[src/rtl/mem_port_arbiter.sv]
// Shares one fixed-latency synchronous memory port between instruction fetch and data load/store.
// One access at a time; the winner gets registered read data and a one-cycle ack.
module mem_port_arbiter #(
  parameter int AW         = 32,
  parameter int DW         = 32,
  parameter int LAT        = 1,
  parameter int STARVE_MAX = 4
) (
  input  logic          clk,
  input  logic          rst_n,
  input  logic          if_req,
  input  logic [AW-1:0] if_addr,
  output logic          if_ack,
  output logic [DW-1:0] if_rdata,
  output logic          if_stall,
  input  logic          d_req,
  input  logic          d_we,
  input  logic [AW-1:0] d_addr,
  input  logic [DW-1:0] d_wdata,
  output logic          d_ack,
  output logic [DW-1:0] d_rdata,
  output logic          d_stall,
  output logic          mem_en,
  output logic          mem_we,
  output logic [AW-1:0] mem_addr,
  output logic [DW-1:0] mem_wdata,
  input  logic [DW-1:0] mem_rdata
);
  localparam int LCW = $clog2(LAT + 1);
  localparam int SCW = $clog2(STARVE_MAX + 1);

  typedef enum logic [1:0] {IDLE, ISSUE, WAIT, DONE} state_t;

  state_t         state, state_nxt;
  logic [LCW-1:0] lat_cnt;
  logic [SCW-1:0] starve_cnt;
  logic           owner_if, owner_we;
  logic           if_elig, d_elig, grant_if, grant_d, lat_hit;

  assign if_stall = if_req & ~if_ack;
  assign d_stall  = d_req & ~d_ack;
  assign lat_hit  = (lat_cnt == LCW'(LAT));

  always_comb begin
    state_nxt = state;
    grant_if  = 1'b0;
    grant_d   = 1'b0;
    if_elig   = if_req & ~if_ack;
    d_elig    = d_req & ~d_ack;
    case (state)
      IDLE: begin
        // Data normally wins; fetch is forced once data has starved it STARVE_MAX times.
        if (if_elig && (!d_elig || starve_cnt == SCW'(STARVE_MAX))) grant_if = 1'b1;
        else if (d_elig)                                           grant_d  = 1'b1;
        if (grant_if || grant_d) state_nxt = ISSUE;
      end
      ISSUE:   state_nxt = WAIT;
      WAIT:    if (lat_hit) state_nxt = DONE;
      DONE:    state_nxt = IDLE;
      default: state_nxt = IDLE;
    endcase
  end

  always_ff @(posedge clk) begin
    if (!rst_n) begin
      state      <= IDLE;
      lat_cnt    <= '0;
      starve_cnt <= '0;
      owner_if   <= 1'b0;
      owner_we   <= 1'b0;
      if_ack     <= 1'b0;
      d_ack      <= 1'b0;
      if_rdata   <= '0;
      d_rdata    <= '0;
      mem_en     <= 1'b0;
      mem_we     <= 1'b0;
      mem_addr   <= '0;
      mem_wdata  <= '0;
    end else begin
      state  <= state_nxt;
      mem_en <= 1'b0;
      mem_we <= 1'b0;
      if_ack <= 1'b0;
      d_ack  <= 1'b0;
      if (grant_if || grant_d) begin
        mem_en   <= 1'b1;
        mem_we   <= grant_d & d_we;
        mem_addr <= grant_if ? if_addr : d_addr;
        if (grant_d) mem_wdata <= d_wdata;
        owner_if <= grant_if;
        owner_we <= grant_d & d_we;
      end
      if (grant_if)
        starve_cnt <= '0;
      else if (grant_d)
        starve_cnt <= !if_req ? '0 :
                      (starve_cnt == SCW'(STARVE_MAX)) ? starve_cnt : starve_cnt + 1'b1;
      if (state == ISSUE) lat_cnt <= LCW'(1);
      if (state == WAIT) begin
        if (lat_hit) begin
          // Stores leave d_rdata holding the last load result.
          if (owner_if)       if_rdata <= mem_rdata;
          else if (!owner_we) d_rdata  <= mem_rdata;
          if_ack <= owner_if;
          d_ack  <= ~owner_if;
        end else begin
          lat_cnt <= lat_cnt + 1'b1;
        end
      end
    end
  end
endmodule

[config.mk]
export PLATFORM = sky130hd
export DESIGN_NAME = mem_port_arbiter
export DESIGN_NICKNAME = d
export VERILOG_FILES = /design/src/rtl/mem_port_arbiter.sv
export SDC_FILE = /design/constraint.sdc
export NUM_CORES = 1
export LEC_CHECK = 0
export BUFFER_PORTS_ARGS = -buffer_cell sky130_fd_sc_hd__buf_4
export CAP_MARGIN = 25
export CORE_MARGIN = 2
export CORE_UTILIZATION = 43
export CTS_BUF_LIST = sky130_fd_sc_hd__clkbuf_8
export CTS_CLUSTER_SIZE = 10
export DETAILED_ROUTE_END_ITERATION = 6
export HOLD_SLACK_MARGIN = 0.03
export PLACE_DENSITY_LB_ADDON = 0.25
export SLEW_MARGIN = 20
export SYNTH_ARGS = -nofsm -noshare
export SYNTH_HDL_FRONTEND = slang
export SYNTH_SLANG_ARGS = --single-unit
[constraint.sdc]
create_clock -name clk -period 1.6 [get_ports clk]
set_clock_uncertainty 0.05 [all_clocks]
set_input_delay 0.32 -clock clk [delete_from_list [all_inputs] [get_ports clk]]
set_output_delay 0.32 -clock clk [all_outputs]
set_load 0.01 [all_outputs]
==> After elaboration in Yosys (flattened, before gate mapping) <==
Cells that the tools add are included.
{ "classes": {"n_reduce_logical": 14, "n_mux": 17, "addsub": 2, "n_bitwise": 8, "eq_ne": 7} }
{ "op_table": {"columns": ["operator", "n"], "rows": [
  ["2-to-1 mux 32 bit", 1],
  ["2-to-1 mux 1 bit", 11],
  ["one-hot mux 2 bit (4 select lines)", 1],
  ["AND reduction 2 bit", 4],
  ["2-to-1 mux 3 bit", 2],
  ["inequality test 2 bit (second input constant)", 3],
  ["AND reduction 3 bit", 2],
  ["inverter 1 bit", 5],
  ["== test 2 bit (second input constant)", 2],
  ["2-to-1 mux 2 bit", 2],
  ["AND reduction 4 bit", 1],
  ["adder 3 x 1 -> 3 bit (second input constant)", 1],
  ["bitwise AND 1 bit", 3],
  ["== test 3 bit (second input constant)", 1],
  ["logical OR 1 bit", 3],
  ["== test 2 x 1 -> 1 bit (second input constant)", 1],
  ["zero test 2 bit", 1],
  ["OR reduction 2 bit", 1],
  ["adder 1 bit (second input constant)", 1],
  ["logical AND 1 bit", 1],
  ["zero test 1 bit", 1]
]} }
{ "totals": {"output_inout_bits": 134, "wordCells": 61, "in_bits": 133, "reg_bits": 140} }

==> Depth between registers and ports, before layout <==
Gate-level depths: netlist of the first run.
{ "logic_depth": {"ltp_word": 10, "ltp_mapped": 8} }

==> Worst setup path before layout of the first run <==
OpenSTA, ideal clock, no wires.
{ "synth_path": {"path_type": "flip-flop to flip-flop", "from": "reg starve_cnt[0]", "to": "reg mem_addr[10]", "arrival_time_ns": 1.404, "setup_ns": 0.125, "path_slack_ns": 0.020, "stages_incl_launch_ff": 8, "path_cell_list": "dfxtp_1 inv_1 ha_1 and2_4 o211ai_2 buf_2 buf_2 a31oi_1"} }
{ "synth_via": {"elab_chain_len": 7, "word_cells_on_any_way": 11, "cone_classes": "eq/ne (1); mux (7); reduce/logical (3)"} }
{ "synth_rtl": {"columns": ["element", "line", "rtl"], "rows": [
  ["start: declaration", "36", "logic [SCW-1:0] starve_cnt;"],
  ["start signal: assignment", "96", "starve_cnt <= !if_req ? '0 :"],
  ["== test 3 bit (*)", "53", "if (if_elig && (!d_elig || starve_cnt == SCW'(STARVE_MAX))) grant_if = 1'b1;"],
  ["logical OR 1 bit (*)", "53", null],
  ["logical AND 1 bit (*)", "53", null],
  ["2-to-1 mux 1 bit", "53", null],
  ["2-to-1 mux 1 bit (2 in a row)", "50", "case (state)"],
  ["2-to-1 mux 32 bit or logical OR 1 bit (tied branches)", "88, 85", null],
  ["end signal: assignment", "88", "mem_addr <= grant_if ? if_addr : d_addr;"],
  ["end: declaration", "25", "output logic [AW-1:0] mem_addr,"]
]} }
Mark *: on every way between the ends. The rest lies on a longest branch, timed or not. The select of a mux whose other input is x is not followed.
A chain may end at the register's enable or synchronous reset.

==> Worst setup path after layout of the first run <==
{ "layout_path": {"from": "reg state[0]", "to": "reg mem_wdata[5]"} }
{ "layout_via": {"elab_chain_len": 4, "word_cells_on_any_way": 5, "cone_classes": "mux (2); reduce/logical (3)"} }
{ "layout_rtl": {"columns": ["element", "line", "rtl"], "rows": [
  ["start: declaration", "34", "state_t state, state_nxt;"],
  ["start signal: assignment", "80", "state <= state_nxt;"],
  ["zero test 2 bit (*)", "50", null],
  ["2-to-1 mux 1 bit", "50", null],
  ["logical OR 1 bit", "85", "if (grant_if || grant_d) begin"],
  ["AND reduction 2 bit (no line) (*)", null, null],
  ["end signal: assignment", "89", "if (grant_d) mem_wdata <= d_wdata;"],
  ["end: declaration", "26", "output logic [DW-1:0] mem_wdata,"]
]} }
Mark *: on every way between the ends. The rest lies on a longest branch, timed or not.

==> metrics, run 1 <==
Final setup viols=4; Final ANT Viol Nets=0; H-tree Lvls=4; mean post-synth cell area=8.33 um2; Max Fclk=610 MHz; layout cells sized above 1=40.0%; hpwl dp=10.9 mm; post-synth cell types=39; synth top area cells=dfxtp_1, nand2_1, a21boi_1; worst path bufs/invs=3; Synth Instances=659; CP Class=reg -> reg; r2r setup slk=-0.04 ns; Worst Path Max Fanout=17; drt via density=4.99; design area=8680 um2; Port Buffers=266; HP Class=in -> reg; Critical Path Slowest Stage Cell=dfxtp_2; DRC violation count after routing=0; DIE HEIGHT=117 um; failing checks=negative setup slack; Synth Net Count=798; crit-path cells=inv_2 > ha_4 > nand3b_1 > a21oi_4 > buf_12 > clkbuf_16 > nand2_1 > a21boi_1; Final Net Count=1081; CTS tree=done; Num Clock Sinks=140; Static Leakage=3.79 nW; r2r worst-path depth=8; Final Hold Fails=0; P per Cell Area=1230 nW/um2; fin crit period=1.64 ns; Hold Path Stages=3; DR vias=5612; gpl congestion=0.783; Initial Util=43.7%; Max stage delay on crit path=0.33 ns; EDFF count, synth=0; CTS root buf=clkbuf_8; status=complete, but fails checks; Worst setup EP type=flip-flop; P&R area growth vs syn=58.1%; final WL=17.3 mm; ant diodes=0; die width=117 um; worst skew pair latency=0.45 ns; R2R Path Start=state[0]$_SDFFE_PN0P_; crit-path leading delay family=buffers and inverters; hold bufs inserted after CTS=0; # IOs=267; YS warnings=0; largest net degree at the start of global routing=59; top cell type's share of synthesized area=51.0%; grt total ovfl=0; Final WS setup=-0.0392 ns; asr flop ratio synth=0%; WL per Instance=15.4 um; # rows=41; die area=13700 um2; Worst Hold End=mem_wdata[20]$_SDFFE_PN0P_; CTS Buffer Depth=2; Area after DPL=7830 um2; core area=12600 um2; flops & latches, synth=140; total of max-cap violations=0; Finished Layout Cells=1125; Initial DRC Count=390; sequential share of the synthesized area=51.0%; Pins Over Slew Limit=0; Reg clk slew, reported paths=0.08 ns; final worst-path cycle share=102%; WP data arrival=1.95 ns; Reg2Reg Capture Point=mem_wdata[5]$_SDFFE_PN0P_; synth cell count leaders=nand2_1, dfxtp_1, a21boi_1, a21boi_0, o21ai_0; Worst Path Required=1.91 ns; most common cell in the netlist=nand2_1; Slew @ Worst Pin=0.295 ns; Inst Count DP=1074; Peak VDD IR=0.745 mV; first-pass GRT wire length=24.3 mm; CP startpoint kind=flip-flop; cell area after synthesis=5490 um2; GRT Overall Usage=22.5%; total CTS buffers=17; Max-slew headroom=80.3%; Place WS=-0.0112 ns; TritonRoute pass-1 iters=4; Min-Delay Startpoint=d_wdata[20]; initial antenna violation count=0; top_reg_cell synth=dfxtp_1; RSZ-0062 raised after global routing=yes; leading area contributor after synthesis=dfxtp_1; vias in the first global route=5137
-- layout make-up --
class,count,area (um2)
Inverter,7,31.3
Sequential cell,140,2810
Fill cell,1038,3890
Tap cell,172,215
Clock inverter,10,76.3
Clock buffer,20,275
Timing Repair Buffer,314,2740
Multi-Input combinational cell,462,2530
-- placed cells by master, fill, tap and decap left out, types with 3 or more instances in the layout --
cell type,count
buf_12,15
o21ai_0,8
buf_4,286
clkinv_2,6
buf_6,3
clkbuf_8,20
ha_1,3
o21ai_2,14
a31oi_1,32
dfxtp_1,135
clkbuf_16,9
dfxtp_2,4
a21boi_0,30
nand2_1,260
a21boi_1,68
o21ai_1,11
inv_1,4
inv_2,4
-- flip-flops by register name, indices dropped and copies added, names as in the netlist --
signal / flops
d_rdata: 32
if_rdata: 32
mem_addr: 32
mem_wdata: 32
starve_cnt: 3
state: 2
d_ack: 1
if_ack: 1
lat_cnt: 1
mem_en: 1
mem_we: 1
owner_if: 1
owner_we: 1
-- where the power goes --
| group | leakage, nW | internal (mW) | total, mW | switching, mW |
|---|---|---|---|---|
| Combinational | 2.45 | 2.01 | 3.87 | 1.86 |
| Sequential | 1.14 | 3.97 | 4.24 | 0.277 |
| Clock | 0.196 | 1.31 | 2.57 | 1.26 |
| Total | 3.79 | 7.29 | 10.7 | 3.40 |
-- tightest hold or removal path, stage by stage --
cell      delay (ns)
buf_4           0.11
nand2_1         0.04
a21boi_1        0.04
-- routing by layer --
metal / vias up / GRT usage [%] / routed length (um)
met3: 29 / 6.90 / 1290
met4: 0 / 8.31 / 410
met1: 2609 / 26.7 / 7120
met2: 219 / 38.6 / 8460
li1: 2755 / - / -
met5: - / 0 / 0
-- how the worst max path moves through the flow --
stage | slack (ns) | to | cells after the start | startpoint
after CTS | 0.004 | d_stall | 3 | d_ack$_SDFF_PN0_
after global routing | -0.08 | starve_cnt[1]$_SDFFE_PP0P_ | 7 | state[1]$_SDFFE_PN0P_
after floorplan | 0.02 | mem_addr[10]$_SDFFE_PN0P_ | 7 | starve_cnt[0]$_SDFFE_PP0P_
after global placement | 0.02 | starve_cnt[1]$_SDFFE_PP0P_ | 7 | state[0]$_SDFFE_PN0P_
final | -0.04 | mem_wdata[5]$_SDFFE_PN0P_ | 8 | state[0]$_SDFFE_PN0P_
after detailed placement | -0.01 | mem_addr[31]$_SDFFE_PN0P_ | 7 | starve_cnt[0]$_SDFFE_PP0P_
-- kinds of logic (layout without fill, tap and decap cells) --
family	Yosys count	count (layout)	synth area share [%]
muxes	1	1	0.182
buffers and inverters	57	351	5.08
adders and majority gates	6	6	1.37
DFF	140	140	51.0
AOI/OAI and AO/OA	175	175	22.0
and+or+nand+nor	280	280	20.3
-- timing repair --
action | CTS | global route
gates resized for setup | 11 | 59
setup buffers | 3 | 7
endpoints found under the setup margin | 46 | 101
pin swaps | 1 | 5
gates cloned | 2 | 10
-- stage by stage --
| step | utilization [%] | hold WS (ns) | setup TNS, ns | total power, mW |
|---|---|---|---|---|
| after floorplan | - | 0.403 | 0 | 5.83 |
| after detailed placement | 62.3 | 0.396 | -0.0112 | 7.43 |
| after global placement | 62.3 | 0.391 | 0 | 7.38 |
| after CTS | 66.0 | 0.0405 | 0 | 10.2 |
| after global routing | 69.1 | 0.0504 | -2.27 | 11.3 |
| final | 69.1 | 0.0658 | -0.0746 | 10.7 |
Power figures use the tool's default switching activity.
==> inputs of run 2 (changes only) <==
--- a/config.mk
+++ b/config.mk
@@ -10,6 +10,7 @@
 export CORE_MARGIN = 2
 export CORE_UTILIZATION = 43
 export CTS_BUF_LIST = sky130_fd_sc_hd__clkbuf_8
+export CTS_CLUSTER_DIAMETER = 200
 export CTS_CLUSTER_SIZE = 10
 export DETAILED_ROUTE_END_ITERATION = 6
 export HOLD_SLACK_MARGIN = 0.03
==> constraint.sdc (replaced) <==
create_clock -name clk -period 1.6 [get_ports clk]
set_clock_uncertainty 0.05 [all_clocks]
set_input_delay 0.16 -clock clk [delete_from_list [all_inputs] [get_ports clk]]
set_output_delay 0.16 -clock clk [all_outputs]
set_load 0.01 [all_outputs]
==> metrics, run 2 (synthesized netlist as in run 1, its figures left out) <==
total of max-cap violations=0 (unchanged); Initial DRC Count=601 (+54%); P per Cell Area=1130 nW/um2 (-8.0%); fin crit period=1.74 ns (+0.0988 ns); P&R area growth vs syn=84.0%; DRC violation count after routing=0 (unchanged); Worst Path Max Fanout=8 (-9); Tot Pwr=11.4 mW (+7.1%); Num Clock Sinks=140 (unchanged); HP Class=in -> reg; worst skew pair latency=0.44 ns (about the same); # IOs=267 (unchanged); WP data arrival=2.02 ns (+0.07 ns); Max Fclk=575 MHz (-5.7%); commonest non-fill, non-tap cell in the layout=buf_4; Slew @ Worst Pin=0.341 ns (+0.0458 ns); final worst-path cycle share=109% (+6.2 points); RSZ-0062 raised after global routing=yes; CTS Buffer Depth=2 (unchanged); CTS root buf=clkbuf_8; Max-slew headroom=77.3% (-3.1 points); final WL=21.7 mm (+26%); most frequent cells in the layout=buf_4, nand2_1, dfxtp_1; Static Leakage=4.36 nW (+15%); Hold WS=0.0705 ns (+0.00465 ns); core area=12600 um2 (unchanged); DIE HEIGHT=117 um (unchanged); initial antenna violation count=0 (unchanged); Place WS=-0.0173 ns (-0.00613 ns); first-pass GRT wire length=28.4 mm (+17%); Initial Util=43.7% (unchanged); GRT Overall Usage=26.5% (+3.9 points); Final Hold Fails=0 (unchanged); sw frac=32.8% (+1.0 points); total CTS buffers=17 (unchanged); net switching power=3.75 mW (+10%); r2r setup slk=-0.14 ns (-0.10 ns); hpwl dp=10.8 mm (-0.74%); largest net degree at the start of global routing=43 (-27%); internal power=7.69 mW (+5.5%); Final Net Count=1214 (+12%); Final ANT Viol Nets=0 (unchanged); status=complete, but fails checks; H-tree Lvls=4 (unchanged); CP Class=reg -> reg; WL per Instance=17.3 um (+12%); TritonRoute pass-1 iters=5 (+1); gpl congestion=0.760 (-3.0%); grt total ovfl=0 (unchanged); combinational group share of total power=38.9% (+2.7 points); DR vias=6442 (+15%); ant diodes=0 (unchanged); Final WS setup=-0.138 ns (-0.0988 ns); drt via density=5.12 (+2.7%); Port Buffers=266 (unchanged); CTS tree=done; Clock power frac=23.6% (-0.5 points); CP startpoint kind=flip-flop; die area=13700 um2 (unchanged); # rows=41 (unchanged); vias in the first global route=5920 (+15%); failing checks=negative setup slack; Pins Over Slew Limit=0 (unchanged); Reg clk slew, reported paths=0.08 ns (about the same); Final setup viols=11 (+7); Worst setup EP type=flip-flop; layout cells sized above 1=36.2% (-3.8 points); Worst Path Required=1.88 ns (-0.03 ns); Seq pwr share=37.5% (-2.2 points); Peak VDD IR=0.750 mV (+0.61%); die width=117 um (unchanged)
==> run 2: cell types whose count changed in the layout (fill, tap and decap cells not counted), sizes merged <==
cell,before,now
bufbuf,1,0
dlygate4sd3,0,130
clkinvlp,0,1
buf,304,307
clkinv,8,5
clkbuf,29,32
==> run 2: cell type report <==
class | count | area (um2)
clock buffer | 22 | 303
sequential | 140 | 2810
tap | 172 | 215
inverter | 7 | 32.5
fill | 746 | 2460
multi-input combinational | 462 | 2590
clock inverter | 8 | 68.8
timing repair buffer | 447 | 4080
==> run 2: final timing paths <==
path,startpoint,end,depth (start not counted)
worst max-delay path,starve_cnt[1]$_SDFFE_PP0P_,mem_addr[13]$_SDFFE_PN0P_,8
worst min register to register,d_rdata[6]$_SDFFE_PN0P_,d_rdata[6]$_SDFFE_PN0P_,2
worst min-delay path,rst_n,mem_addr[22]$_SDFFE_PN0P_,3
worst max register to register,starve_cnt[1]$_SDFFE_PP0P_,mem_addr[13]$_SDFFE_PN0P_,8
==> run 2: stage by stage <==
step                      utilization [%]  setup TNS [ns]  instances  cell area [um2]
final                                80.4          -0.369       1258            10100
after global routing                 80.4           -1.60       1258            10100
after CTS                            75.7               0       1234             9510
after detailed placement             62.3         -0.0313       1074             7830
after global placement               62.3               0       1074             7830
after floorplan                         -               0        659             5490
==> run 2: per-layer routing <==
| metal | global-route usage, % | wire, um |
|---|---|---|
| met5 | 0 | 0 |
| met4 | 10.3 | 600 |
| met3 | 8.14 | 1650 |
| met2 | 45.9 | 11000 |
| met1 | 30.7 | 8530 |
==> run 2: power groups by stage <==
| stage | clock [mW] | sequential, mW | combinational (mW) |
|---|---|---|---|
| after floorplan | 0 | 4.47 | 1.36 |
| after global placement | 0 | 4.28 | 3.07 |
| after detailed placement | 0 | 4.29 | 3.11 |
| after CTS | 2.73 | 4.23 | 3.37 |
| after global routing | 2.91 | 4.34 | 4.69 |
| final | 2.70 | 4.29 | 4.45 |
==> run 2: critical path, stage by stage, from the launching register on <==
cell      delay, ns
dfxtp_2        0.34
inv_2          0.05
ha_4           0.16
and2_4         0.18
o211ai_4       0.20
buf_12         0.16
buf_12         0.13
o21ai_1        0.07
a31oi_1        0.29
==> run 2: repair_timing <==
action	in CTS	in global routing
setup endpoints to repair	7	131
endpoints found under the hold margin	131	0
resized for setup	5	81
pin swaps	0	23
buffers inserted	0	12
cloned	0	13
hold buffers	130	0
==> inputs of run 3 (changes only) <==
--- a/config.mk
+++ b/config.mk
@@ -8,13 +8,13 @@
 export BUFFER_PORTS_ARGS = -buffer_cell sky130_fd_sc_hd__buf_4
 export CAP_MARGIN = 25
 export CORE_MARGIN = 2
-export CORE_UTILIZATION = 43
+export CORE_UTILIZATION = 35
 export CTS_BUF_LIST = sky130_fd_sc_hd__clkbuf_8
 export CTS_CLUSTER_DIAMETER = 200
 export CTS_CLUSTER_SIZE = 10
 export DETAILED_ROUTE_END_ITERATION = 6
 export HOLD_SLACK_MARGIN = 0.03
-export PLACE_DENSITY_LB_ADDON = 0.25
+export PLACE_DENSITY = 0.73
 export SLEW_MARGIN = 20
 export SYNTH_ARGS = -nofsm -noshare
 export SYNTH_HDL_FRONTEND = slang
==> metrics, run 3 (synthesized netlist as in run 1, its figures left out) <==
CTS Buffer Depth=2 (unchanged); Tot Pwr=11.1 mW (-2.6%); vias in the first global route=5915 (-0.084%); total CTS buffers=17 (unchanged); commonest non-fill, non-tap cell in the layout=buf_4; initial antenna violation count=0 (unchanged); CP startpoint kind=flip-flop; final WL=20.2 mm (-7.1%); Final Hold Fails=0 (unchanged); P&R area growth vs syn=80.7%; first-pass GRT wire length=28.8 mm (+1.5%); Worst Path Max Fanout=8 (unchanged); Peak VDD IR=0.631 mV (-16%); worst skew pair latency=0.45 ns (about the same); largest net degree at the start of global routing=68 (+58%); Slew @ Worst Pin=0.279 ns (-0.0618 ns); drt via density=4.83 (-5.7%); total of max-cap violations=0 (unchanged); Worst Path Required=1.93 ns (+0.05 ns); Reg clk slew, reported paths=0.08 ns (about the same); hpwl dp=11.0 mm (+2.0%); TritonRoute pass-1 iters=4 (-1); Final setup viols=6 (-5); DR top layer=met4; die area=16700 um2 (+22%); P per Cell Area=1120 nW/um2 (-0.86%); Worst setup EP type=flip-flop; Max Fclk=618 MHz (+7.5%); RSZ-0062 raised after global routing=yes; DIE HEIGHT=129 um (+10%); Place WS=-0.0531 ns (-0.0358 ns); fillers=1203 (+61%); fin crit period=1.62 ns (-0.121 ns); WP data arrival=1.94 ns (-0.08 ns); Inst Count DP=1109 (+3.3%); Pins Over Slew Limit=0 (unchanged); grt total ovfl=0 (unchanged); final worst-path cycle share=101% (-7.6 points); CP Class=reg -> reg; WL per Instance=15.7 um (-9.2%); die width=129 um (+10%); failing checks=negative setup slack; HP Class=in -> reg; Finished Layout Cells=1287 (+2.3%); # rows=45 (+9.8%); GRT Overall Usage=21.8% (-4.7 points); Max-slew headroom=81.4% (+4.1 points); Initial Util=36.0% (-7.7 points); Initial DRC Count=357 (-41%); most frequent cells in the layout=buf_4, nand2_1, dfxtp_1; Final WS setup=-0.0170 ns (+0.121 ns); layout cells sized above 1=33.8% (-2.4 points); met3 wire len=1.53 mm (-7.2%); CTS tree=done; Final ANT Viol Nets=0 (unchanged); # IOs=267 (unchanged); H-tree Lvls=4 (unchanged); Static Leakage=4.26 nW (-2.3%); Num Clock Sinks=140 (unchanged); Core Util, Final=65.0% (-15 points); ant diodes=0 (unchanged); Final Net Count=1202 (-0.99%); core area=15300 um2 (+21%); DR vias=6214 (-3.5%); met2 wire len=9.93 mm (-9.4%); wl on met1=8.15 mm (-4.4%); gpl congestion=0.743 (-2.2%); Port Buffers=266 (unchanged); CTS root buf=clkbuf_8; DRC violation count after routing=0 (unchanged); status=complete, but fails checks
==> run 3: timing repair <==
item | in CTS | in global routing
hold endpoints to repair | 139 | 0
setup endpoints to repair | 44 | 115
buffers inserted | 1 | 5
hold buffers | 131 | 0
gates resized for setup | 8 | 43
pin swaps | 0 | 7
gates cloned | 1 | 10
==> run 3: path summary, 6_finish.rpt <==
path                                             endpoint  slack, ns                  startpoint  cells past startpoint
worst max-delay path            mem_wdata[8]$_SDFFE_PN0P_      -0.02  starve_cnt[0]$_SDFFE_PP0P_                      9
worst min register to register   if_rdata[1]$_SDFFE_PN0P_       0.40    if_rdata[1]$_SDFFE_PN0P_                      2
worst max register to register  mem_wdata[8]$_SDFFE_PN0P_      -0.02  starve_cnt[0]$_SDFFE_PP0P_                      9
worst min-delay path                state[1]$_SDFFE_PN0P_       0.23                       d_req                      4
==> run 3: worst max-delay path, cell delays in order, from the launching register on <==
cell,delay [ns]
dfxtp_2,0.34
inv_2,0.05
ha_4,0.15
and2_4,0.16
buf_4,0.14
a21oi_4,0.14
buf_12,0.16
clkbuf_16,0.16
nand2_1,0.06
a21boi_1,0.12
==> run 3: stage by stage <==
step                TNS (ns)  hold WS, ns  area (um2)
finish               -0.0622        0.233        9920
global route           -2.59        0.232        9920
CTS                  -0.0233        0.194        9560
detailed placement    -0.994        0.363        7810
global placement           0        0.355        7810
floorplan                  0        0.245        5490
==> run 3: area by class of cell <==
class / count / area, um2 / area share [%]
multi-input combinational: 462 / 2510 / 25.3
timing repair buffer: 435 / 3930 / 39.6
clock inverter: 13 / 125 / 1.26
inverter: 7 / 30.0 / 0.303
sequential: 140 / 2810 / 28.3
tap: 211 / 264 / 2.66
clock buffer: 19 / 262 / 2.63
==> run 3: metal layers <==
| layer | up-vias | track usage (%) |
|---|---|---|
| met1 | 2893 | 24.7 |
| li1 | 2991 | - |
| met2 | 284 | 38.0 |
| met3 | 46 | 6.36 |
| met4 | 0 | 9.91 |
| met5 | - | 0 |
==> run 3: power by group <==
group          switching (mW)  internal [mW]  total (mW)
logic                    1.94           2.10        4.04
registers               0.307           3.96        4.27
clock network            1.38           1.45        2.82
total                    3.62           7.52        11.1
